## src/rtl/lcd_pkg.sv

```systemverilog
// lcd_pkg: shared types and constants for the HD44780 character-LCD controller.
//   lcd_state_e        - controller FSM states
//   LCD_INIT_SEQ/LEN   - power-up instruction sequence (all written with RS=0)
//   LCD_CMD_CLEAR/HOME - the two slow instructions that need the long execution wait
//   lcd_max            - constant-expression helper for sizing the shared timer
//   lcd_is_long_cmd    - selects the long execution wait for a captured byte
package lcd_pkg;

  typedef enum logic [2:0] {
    S_PWRUP = 3'd0,
    S_SETUP = 3'd1,
    S_PULSE = 3'd2,
    S_HOLD  = 3'd3,
    S_WAIT  = 3'd4,
    S_IDLE  = 3'd5
  } lcd_state_e;

  localparam int LCD_INIT_LEN = 6;

  // Function set (8-bit, 2 lines) three times, display on, clear, entry mode.
  localparam logic [7:0] LCD_INIT_SEQ [LCD_INIT_LEN] = '{
    8'h38, 8'h38, 8'h38, 8'h0C, 8'h01, 8'h06
  };

  localparam logic [7:0] LCD_CMD_CLEAR = 8'h01;
  localparam logic [7:0] LCD_CMD_HOME  = 8'h02;

  function automatic int lcd_max(input int a, input int b);
    return (a > b) ? a : b;
  endfunction

  // Only instructions (RS=0) are slow; a data byte of 0x01/0x02 is an ordinary character.
  function automatic logic lcd_is_long_cmd(input logic rs, input logic [7:0] data);
    return !rs && ((data == LCD_CMD_CLEAR) || (data == LCD_CMD_HOME));
  endfunction

endpackage

```

## src/rtl/lcd_timer.sv

```systemverilog
// lcd_timer: loadable down-counter shared by every controller state.
//   clk   - system clock
//   reset - synchronous active-high reset, clears the count
//   load  - load value into the counter (has priority over counting)
//   value - count to load; the owner loads (duration - 1)
//   done  - high while the count is zero
// The counter stops at zero, so done stays high until the next load.
module lcd_timer #(
  parameter int CW = 8
) (
  input  logic          clk,
  input  logic          reset,
  input  logic          load,
  input  logic [CW-1:0] value,
  output logic          done
);

  logic [CW-1:0] count;

  always_ff @(posedge clk) begin
    if (reset) begin
      count <= '0;
    end else if (load) begin
      count <= value;
    end else if (count != '0) begin
      count <= count - 1'b1;
    end
  end

  assign done = (count == '0);

endmodule

```

## src/rtl/lcd_ctrl.sv

```systemverilog
// lcd_ctrl: byte-wide write port to an HD44780-compatible character LCD.
// After reset it powers the panel, waits T_PWRUP_CYC, replays the init sequence,
// then accepts one write at a time and plays it out with setup / enable-pulse /
// hold / execution timing.
//
// Handshake: a write is accepted at a rising edge where i_valid && o_ready.
// o_ready is registered and drops on the cycle after the accept; i_rs/i_data are
// sampled only on the accept edge, and i_valid while o_ready=0 is ignored (the
// sender holds the request until it is taken).
//
// Ports:
//   i_clk, i_reset      - clock, synchronous active-high reset
//   i_valid, o_ready    - write request / controller idle with init complete
//   i_rs, i_data        - register select (0 = instruction, 1 = data) and byte
//   o_init_done         - init sequence finished (sticky until reset)
//   o_lcd_on            - panel power/backlight enable
//   o_lcd_rs, o_lcd_rw, o_lcd_en, o_lcd_data - LCD pins (RW is always 0)
module lcd_ctrl
  import lcd_pkg::*;
#(
  parameter int T_PWRUP_CYC = 750000,
  parameter int T_SETUP_CYC = 4,
  parameter int T_EN_CYC    = 25,
  parameter int T_HOLD_CYC  = 4,
  parameter int T_CMD_CYC   = 2000,
  parameter int T_CLR_CYC   = 82000
) (
  input  logic       i_clk,
  input  logic       i_reset,
  input  logic       i_valid,
  output logic       o_ready,
  input  logic       i_rs,
  input  logic [7:0] i_data,
  output logic       o_init_done,
  output logic       o_lcd_on,
  output logic       o_lcd_rs,
  output logic       o_lcd_rw,
  output logic       o_lcd_en,
  output logic [7:0] o_lcd_data
);

  localparam int T_MAX = lcd_max(lcd_max(lcd_max(T_PWRUP_CYC, T_SETUP_CYC),
                                         lcd_max(T_EN_CYC, T_HOLD_CYC)),
                                 lcd_max(T_CMD_CYC, T_CLR_CYC));
  localparam int CW = $clog2(T_MAX) + 1;

  // Each state is entered with (duration - 1) loaded and leaves on the edge
  // that sees the count at zero, so it occupies exactly 'duration' cycles.
  localparam logic [CW-1:0] LD_PWRUP = CW'(T_PWRUP_CYC - 1);
  localparam logic [CW-1:0] LD_SETUP = CW'(T_SETUP_CYC - 1);
  localparam logic [CW-1:0] LD_EN    = CW'(T_EN_CYC - 1);
  localparam logic [CW-1:0] LD_HOLD  = CW'(T_HOLD_CYC - 1);
  localparam logic [CW-1:0] LD_CMD   = CW'(T_CMD_CYC - 1);
  localparam logic [CW-1:0] LD_CLR   = CW'(T_CLR_CYC - 1);

  localparam logic [2:0] LAST_IDX = 3'(LCD_INIT_LEN - 1);

  if ((T_PWRUP_CYC < 1) || (T_SETUP_CYC < 1) || (T_EN_CYC < 1) ||
      (T_HOLD_CYC < 1) || (T_CMD_CYC < 1) || (T_CLR_CYC < 1)) begin : g_bad_timing
    $error("lcd_ctrl: every timing parameter must be at least 1");
  end

  lcd_state_e    state, state_n;
  logic [2:0]    idx, idx_n, idx_inc;
  logic          ready_n, init_done_n, lcd_on_n, rs_n, en_n;
  logic [7:0]    data_n;
  logic          load;
  logic [CW-1:0] load_val;
  logic          done;

  lcd_timer #(.CW(CW)) u_timer (
    .clk   (i_clk),
    .reset (i_reset),
    .load  (load),
    .value (load_val),
    .done  (done)
  );

  assign idx_inc = idx + 3'd1;

  // State register and registered outputs.
  always_ff @(posedge i_clk) begin
    if (i_reset) begin
      state       <= S_PWRUP;
      idx         <= '0;
      o_ready     <= 1'b0;
      o_init_done <= 1'b0;
      o_lcd_on    <= 1'b0;
      o_lcd_rs    <= 1'b0;
      o_lcd_rw    <= 1'b0;
      o_lcd_en    <= 1'b0;
      o_lcd_data  <= 8'h00;
    end else begin
      state       <= state_n;
      idx         <= idx_n;
      o_ready     <= ready_n;
      o_init_done <= init_done_n;
      o_lcd_on    <= lcd_on_n;
      o_lcd_rs    <= rs_n;
      o_lcd_rw    <= 1'b0;
      o_lcd_en    <= en_n;
      o_lcd_data  <= data_n;
    end
  end

  // Next state and next registered outputs.
  always_comb begin
    state_n     = state;
    idx_n       = idx;
    ready_n     = 1'b0;
    init_done_n = o_init_done;
    lcd_on_n    = 1'b1;
    rs_n        = o_lcd_rs;
    data_n      = o_lcd_data;
    en_n        = 1'b0;
    load        = 1'b0;
    load_val    = '0;

    case (state)
      S_PWRUP: begin
        // o_lcd_on is still low only in the first cycle out of reset; that is
        // where the power-up wait is started (the timer comes out of reset at 0).
        if (!o_lcd_on) begin
          load     = 1'b1;
          load_val = LD_PWRUP;
        end else if (done) begin
          state_n  = S_SETUP;
          idx_n    = '0;
          rs_n     = 1'b0;
          data_n   = LCD_INIT_SEQ[0];
          load     = 1'b1;
          load_val = LD_SETUP;
        end
      end

      S_SETUP: begin
        if (done) begin
          state_n  = S_PULSE;
          en_n     = 1'b1;
          load     = 1'b1;
          load_val = LD_EN;
        end
      end

      S_PULSE: begin
        en_n = 1'b1;
        if (done) begin
          state_n  = S_HOLD;
          en_n     = 1'b0;
          load     = 1'b1;
          load_val = LD_HOLD;
        end
      end

      S_HOLD: begin
        if (done) begin
          state_n  = S_WAIT;
          load     = 1'b1;
          load_val = lcd_is_long_cmd(o_lcd_rs, o_lcd_data) ? LD_CLR : LD_CMD;
        end
      end

      S_WAIT: begin
        if (done) begin
          if (o_init_done) begin
            state_n = S_IDLE;
            ready_n = 1'b1;
          end else if (idx == LAST_IDX) begin
            state_n     = S_IDLE;
            ready_n     = 1'b1;
            init_done_n = 1'b1;
          end else begin
            state_n  = S_SETUP;
            idx_n    = idx_inc;
            rs_n     = 1'b0;
            data_n   = LCD_INIT_SEQ[idx_inc];
            load     = 1'b1;
            load_val = LD_SETUP;
          end
        end
      end

      S_IDLE: begin
        ready_n = 1'b1;
        if (i_valid && o_ready) begin
          state_n  = S_SETUP;
          ready_n  = 1'b0;
          rs_n     = i_rs;
          data_n   = i_data;
          load     = 1'b1;
          load_val = LD_SETUP;
        end
      end

      default: begin
        state_n = S_PWRUP;
      end
    endcase
  end

endmodule

```

## config.mk

```make
export PLATFORM = sky130hd
export DESIGN_NAME = lcd_ctrl
export DESIGN_NICKNAME = d
export VERILOG_FILES = /design/src/rtl/lcd_pkg.sv /design/src/rtl/lcd_timer.sv /design/src/rtl/lcd_ctrl.sv
export SDC_FILE = /design/constraint.sdc
export NUM_CORES = 1
export LEC_CHECK = 0
export CORE_MARGIN = 2
export CORE_UTILIZATION = 50
export DETAILED_ROUTE_END_ITERATION = 12
export GPL_TIMING_DRIVEN = 0
export MAX_ROUTING_LAYER = met4
export PLACE_DENSITY = 0.76
export SLEW_MARGIN = 10
export SYNTH_ARGS = -nofsm -noshare
export SYNTH_HDL_FRONTEND = slang
export SYNTH_SLANG_ARGS = --single-unit
```

## constraint.sdc

```tcl
create_clock -name i_clk -period 2.3 [get_ports i_clk]
set_input_delay 0.23 -clock i_clk [delete_from_list [all_inputs] [get_ports i_clk]]
set_output_delay 0.23 -clock i_clk [all_outputs]
set_load 0.01 [all_outputs]
```

=== Yosys cells after proc, flatten, opt, wreduce, memory -nomap -nowiden ===
Memories as Yosys holds them, arrays and structs flattened.
Index checks and enable logic that the tools add are counted.
W data, S select, Z words.

* Bits of input ports: 12
* Memory bits (read-only): 64
* Bits in registers: 40
* Memories: 1
* Output and inout bits: 14

{| class="wikitable"
|+ Memories
! name !! words !! bits a word !! read ports !! clocked after memory_dff !! write ports !! RTL line !! source
|-
| (name not given) || 8 || 8 || 1 || 0 || 0 || lcd_ctrl.sv:176 || <nowiki>data_n = LCD_INIT_SEQ[idx_inc];</nowiki>
|}

* Order comparisons: 1
* Equality and inequality tests: 17
* Mux-type cells: 59
* Add/sub/neg operators: 2
* Reductions and logical operators: 15
* Bitwise operators: 1

{| class="wikitable"
|+ Operators with widths
! cell !! count
|-
| $pmux W20 S6 || 1
|-
| $mux W8 || 8
|-
| $mux W21 || 2
|-
| $mux W3 || 14
|-
| $mux W17 || 2
|-
| $pmux W8 S3 || 1
|-
| $logic_not A21 Y1 || 1
|-
| $reduce_bool A21 Y1 || 1
|-
| $sub A21 B1 Y21 const B || 1
|-
| $mux W20 || 1
|-
| $mux W1 || 18
|-
| $ne A2 B2 Y1 const B || 9
|-
| $pmux W3 S6 || 1
|-
| $reduce_and A7 Y1 || 2
|-
| $mux W2 || 5
|-
| $eq A3 B3 Y1 const B || 3
|-
| $eq A8 B1 Y1 const B || 1
|-
| $eq A8 B2 Y1 const B || 1
|-
| $eq A3 B2 Y1 const B || 2
|-
| $pmux W3 S2 || 1
|-
| $reduce_and A6 Y1 || 1
|-
| $mux W5 || 1
|-
| $ge A4 B4 Y1 const B || 1
|-
| $not A3 Y4 || 1
|-
| 13 further kinds || 16
|}

=== Depth between registers and ports, before layout ===
* Depth after elaboration: 9
* Mapped depth: 9

=== By module ===
From an unflattened synthesis, not the netlist that was laid out.

* Cells, all modules: 282
* Area, all modules: 2316.0 um^2

{| class="wikitable"
|+ Modules (own cells, without submodules)
! module !! cells an instance !! instances !! area each (um^2)
|-
| lcd_ctrl || 142 || 1 || 1158.6
|-
| lcd_timer || 140 || 1 || 1157.4
|}

=== Worst setup path before layout ===
OpenSTA, ideal clock, no wires.

* Path kind: register to register
* Start point: reg u_timer.count[3]
* End point: reg u_timer.count[15]
* Path buffers: 1
* Library setup time: 115 ps
* Path slack: -50 ps
* Clock period less this slack: 2350 ps
* Arrival time: 2235 ps
* Data required time: 2185 ps
* Cell stages (with the launch flop): 7
* Path through: dfxtp_1 > or4_1 > buf_2 > or4_4 > or4_4 > o21a_1 > o21ba_1

* Word-level cells in the longest chain between the ends: 5
* Elaborated cells between the ends (all ways): 12
* Classes of those cells: add/sub: 1; mux: 8; reduce/logical: 3

{| class="wikitable"
|+ RTL lines
! element !! RTL line !! source
|-
| start, declared || lcd_timer.sv:18 || <nowiki>logic [CW-1:0] count;</nowiki>
|-
| start signal, assigned || lcd_timer.sv:24 || <nowiki>count <= value;</nowiki>
|-
| start signal, assigned || lcd_timer.sv:26 || <nowiki>count <= count - 1'b1;</nowiki>
|-
| branches (longest 5 deep; another with $sub A21 B1 Y21) || - ||
|}

Parallel ways; which one is timed is not known. The select of a mux whose other input is x is not followed.
A chain may end at the register's enable or synchronous reset.

=== Worst setup path in the final report ===
* Start point: reg u_timer.count[4]
* End point: reg u_timer.count[15]

The elaborated chain is that of the path after synthesis.

==> impl_metrics.yaml <==
timing:
  whs_ns: 0.341
  setup_viol: 1
  slew_viol_final: 0
  max_freq_mhz: 431
  skew_ns: 0.00191
  tightestPinTransition_ns: 0.599
  hold_violations: 0
  grt_setup_unrepaired: "true"
  finalCriticalPeriod_ns: 2.32
  setup_ws_ns: -0.0229
  period_share: 1.01
  slew_headroom: 0.601
setup_path:
  regToRegStartpoint: "u_timer.count[4]"
  cp-end-kind: "flop"
  reg2reg_depth: 5
  path_cells: "or4_4 > or4_4 > or4_4 > o21a_1 > o21ba_1"
  r2r_end: "u_timer.count[15]"
  startpoint: "u_timer.count[4]"
  cpMaxStageDelayCell: "or4_4"
  ff2ff_setup_slack_ns: -0.02
  critPathKind: "flop to flop"
  crit_top_cell: "or4_4"
  cp-endpoint: "u_timer.count[15]"
  cpPeakStageDelay_ns: 0.54
  cp.arrival_ns: 2.51
  critPathLaunchType: "flop"
  cp_max_fo: 2
  required_ns: 2.49
cts:
  clock_path_buffers: 2
  clk_pin_slew_ns: 0.07
  cts_sinks: 40
  htreeDepth: 2
  cts_tree: "yes"
  ctsHoldBuffers: 0
  numCtsBuffers: 5
  insertion_delay_ns: 0.29
  cts_root_buf: "clkbuf_8"
global_routing:
  antenna_found_initial: 0
  grt_usage: 0.245
  grt_overflow: 0
  grt_pass1_vias: 1979
  grt_max_degree: 11
  grt_pass1_wl_um: 9420
die:
  die_w_um: 69.8
  rows: 23
  start_util: 0.530
  fp.coreArea_um2: 4090
  die-area_um2: 4870
  top_level_ports: 26
  die_y_um: 69.8
yosys:
  synth_edf_count: 0
  synth_area_per_cell_um2: 8.11
  yosysWarnings: 0
  synth_area_um2: 2160
  ys_ff_latch: 40
  syn-num-nets: 284
  synthCells: 267
  ys_seq_area_frac: 0.370
  async_reset_ff_frac: 0
  synth-main-ff-cell: "dfxtp_1"
  synth.distinct_cells: 50
placed_design:
  gp_congestion: 0.909
  post-dp-hpwl_um: 4020
  io_buffers: 23
  place_area_um2: 2460
  dp.cells: 340
routing:
  ant_nets: 0
  wl_um: 5730
  vias: 2167
  via_per_inst: 6.21
  drc: 0
  wl_per_cell_um: 16.4
  drt_pass1_iterations: 4
  drtIter0Drc: 166
power:
  ir_drop_v: 0.000376
  leakage_uw: 0.000948
  power-per-cell-area_nw_per_um2: 533
final_layout:
  num_antenna_cells: 0
  post_route_cells_drive_above_1_share: 0.134
  fill_cells: 371
  syn_to_final_growth_pct: 22.1
  layout.nets: 318
  stdcell_area_um2: 2640
  finalNonFillerCells: 349
run_status:
  violations: "setup timing"
  status: "finished, violations left"
min_path:
  hold_path.class: "input port to flop"
  hp-start: "i_reset"
job:
  cap_violations: 0
flip-flops by register name, summed over array words and instances, names as in the netlist:
| signal | cells |
|---|---|
| idx | 3 |
| o_init_done | 1 |
| o_lcd_data | 8 |
| o_lcd_en | 1 |
| o_lcd_on | 1 |
| o_lcd_rs | 1 |
| o_ready | 1 |
| state | 3 |
| u_timer.count | 21 |
metal layers:
metal,wire [µm],GRT usage,vias up
met1,2700,0.332,1041
met2,2690,0.374,52
met4,76,0.0833,0
met3,263,0.0392,10
met5,0,-,-
li1,-,-,1064
worst min-delay path by stage:
| stage | slack [ns] | to | cells past startpoint |
|---|---|---|---|
| 5_1_grt | 0.40 | o_lcd_data[6] | 2 |
| 4_1_cts | 0.35 | o_lcd_rs | 2 |
| 3_3_place_gp | 0.45 | u_timer.count[20] | 2 |
| 2_1_floorplan | 0.37 | o_lcd_data[5] | 2 |
| 3_5_place_dp | 0.46 | u_timer.count[20] | 2 |
| 6_report | 0.34 | o_lcd_data[6] | 2 |
synth_stat cells (3+ instances only):
cell / number / share of area
o21ai_0: 10 / 0.023
xnor2_1: 7 / 0.028
xor2_1: 9 / 0.036
ha_1: 5 / 0.029
or3_1: 6 / 0.017
nor3b_1: 3 / 0.010
a31oi_1: 6 / 0.017
a221oi_1: 3 / 0.012
inv_1: 10 / 0.017
nand2_1: 22 / 0.038
o21a_1: 3 / 0.010
nand3_1: 8 / 0.018
a21oi_1: 20 / 0.046
nor2_1: 15 / 0.026
nor3_1: 16 / 0.037
nand4_1: 12 / 0.035
o22ai_1: 4 / 0.012
nor4_1: 11 / 0.032
dfxtp_1: 40 / 0.37
clkbuf_1: 12 / 0.021
o31ai_1: 3 / 0.010
o41ai_1: 3 / 0.012
or4_4: 3 / 0.016
critical path: cells and delay by family (launching register included):
kind             cells  cell delay [ns]
AND/OR/NAND/NOR      3             1.53
AO/OA/AOI/OAI        2             0.35
flip-flops           1             0.34
metrics by stage:
step,TNS (ns),power (µW),util,worst slack (ns)
CTS,-0.0278,1400,0.644,-0.0278
floorplan,-0.0324,905,-,-0.0324
finish,-0.0229,1410,0.647,-0.0229
global route,-0.0780,1460,0.647,-0.0752
global placement,-1.86,964,0.603,-0.276
detailed placement,-2.02,967,0.603,-0.265
cells in the final DEF, fill, tap and decap left out, types with 3 or more instances in the layout:
master           Yosys  routed
nor4_1              11       8
clkbuf_8             0       5
o21a_1               3       3
a21oi_1             20      19
nor2_1              15      15
o31ai_1              3       3
nand3_1              8       8
clkbuf_1            12       9
dfxtp_1             40      36
clkdlybuf4s50_1      0      23
or4_4                3       4
buf_4                1       8
nand4_1             12      12
inv_1               10      10
ha_1                 5       5
o41ai_1              3       3
or3_1                6       6
xor2_1               9       9
xnor2_1              7       7
o21ai_0             10      10
o22ai_1              4       4
a31oi_1              6       5
dfxtp_2              0       3
nand2_1             22      21
a221oi_1             3       3
nor3_1              16      15
cells by family (layout without fill, tap and decap cells):
group / Yosys count / count (layout) / share of synthesized area
fa+ha+maj: 5 / 5 / 0.0289
simple gates: 112 / 112 / 0.283
flops: 40 / 40 / 0.370
xor+xnor: 16 / 16 / 0.0647
other cells: 1 / 1 / 0.00173
mux: 2 / 2 / 0.0104
buf+inv: 26 / 58 / 0.0480
compound gates: 65 / 65 / 0.193
power by group:
group / switching, µW / internal [µW]
logic: 124 / 109
registers: 35.1 / 718
clock network: 226 / 196
total: 385 / 1020
cell type report:
class,count,area [µm²],share of cell area
tap,50,62.6,0.0237
timing repair buffer,30,283,0.107
clock buffer,5,68.8,0.0260
buffer,13,55.1,0.0208
sequential,40,808,0.306
inverter,10,37.5,0.0142
multi-input combinational,201,1330,0.503
timing repair:
item,in CTS,in global routing
endpoints found under the setup margin,17,23
gates cloned,0,0
setup buffers,7,0
resized for setup,13,7
pin swaps,3,1
Power figures use the tool's default switching activity.
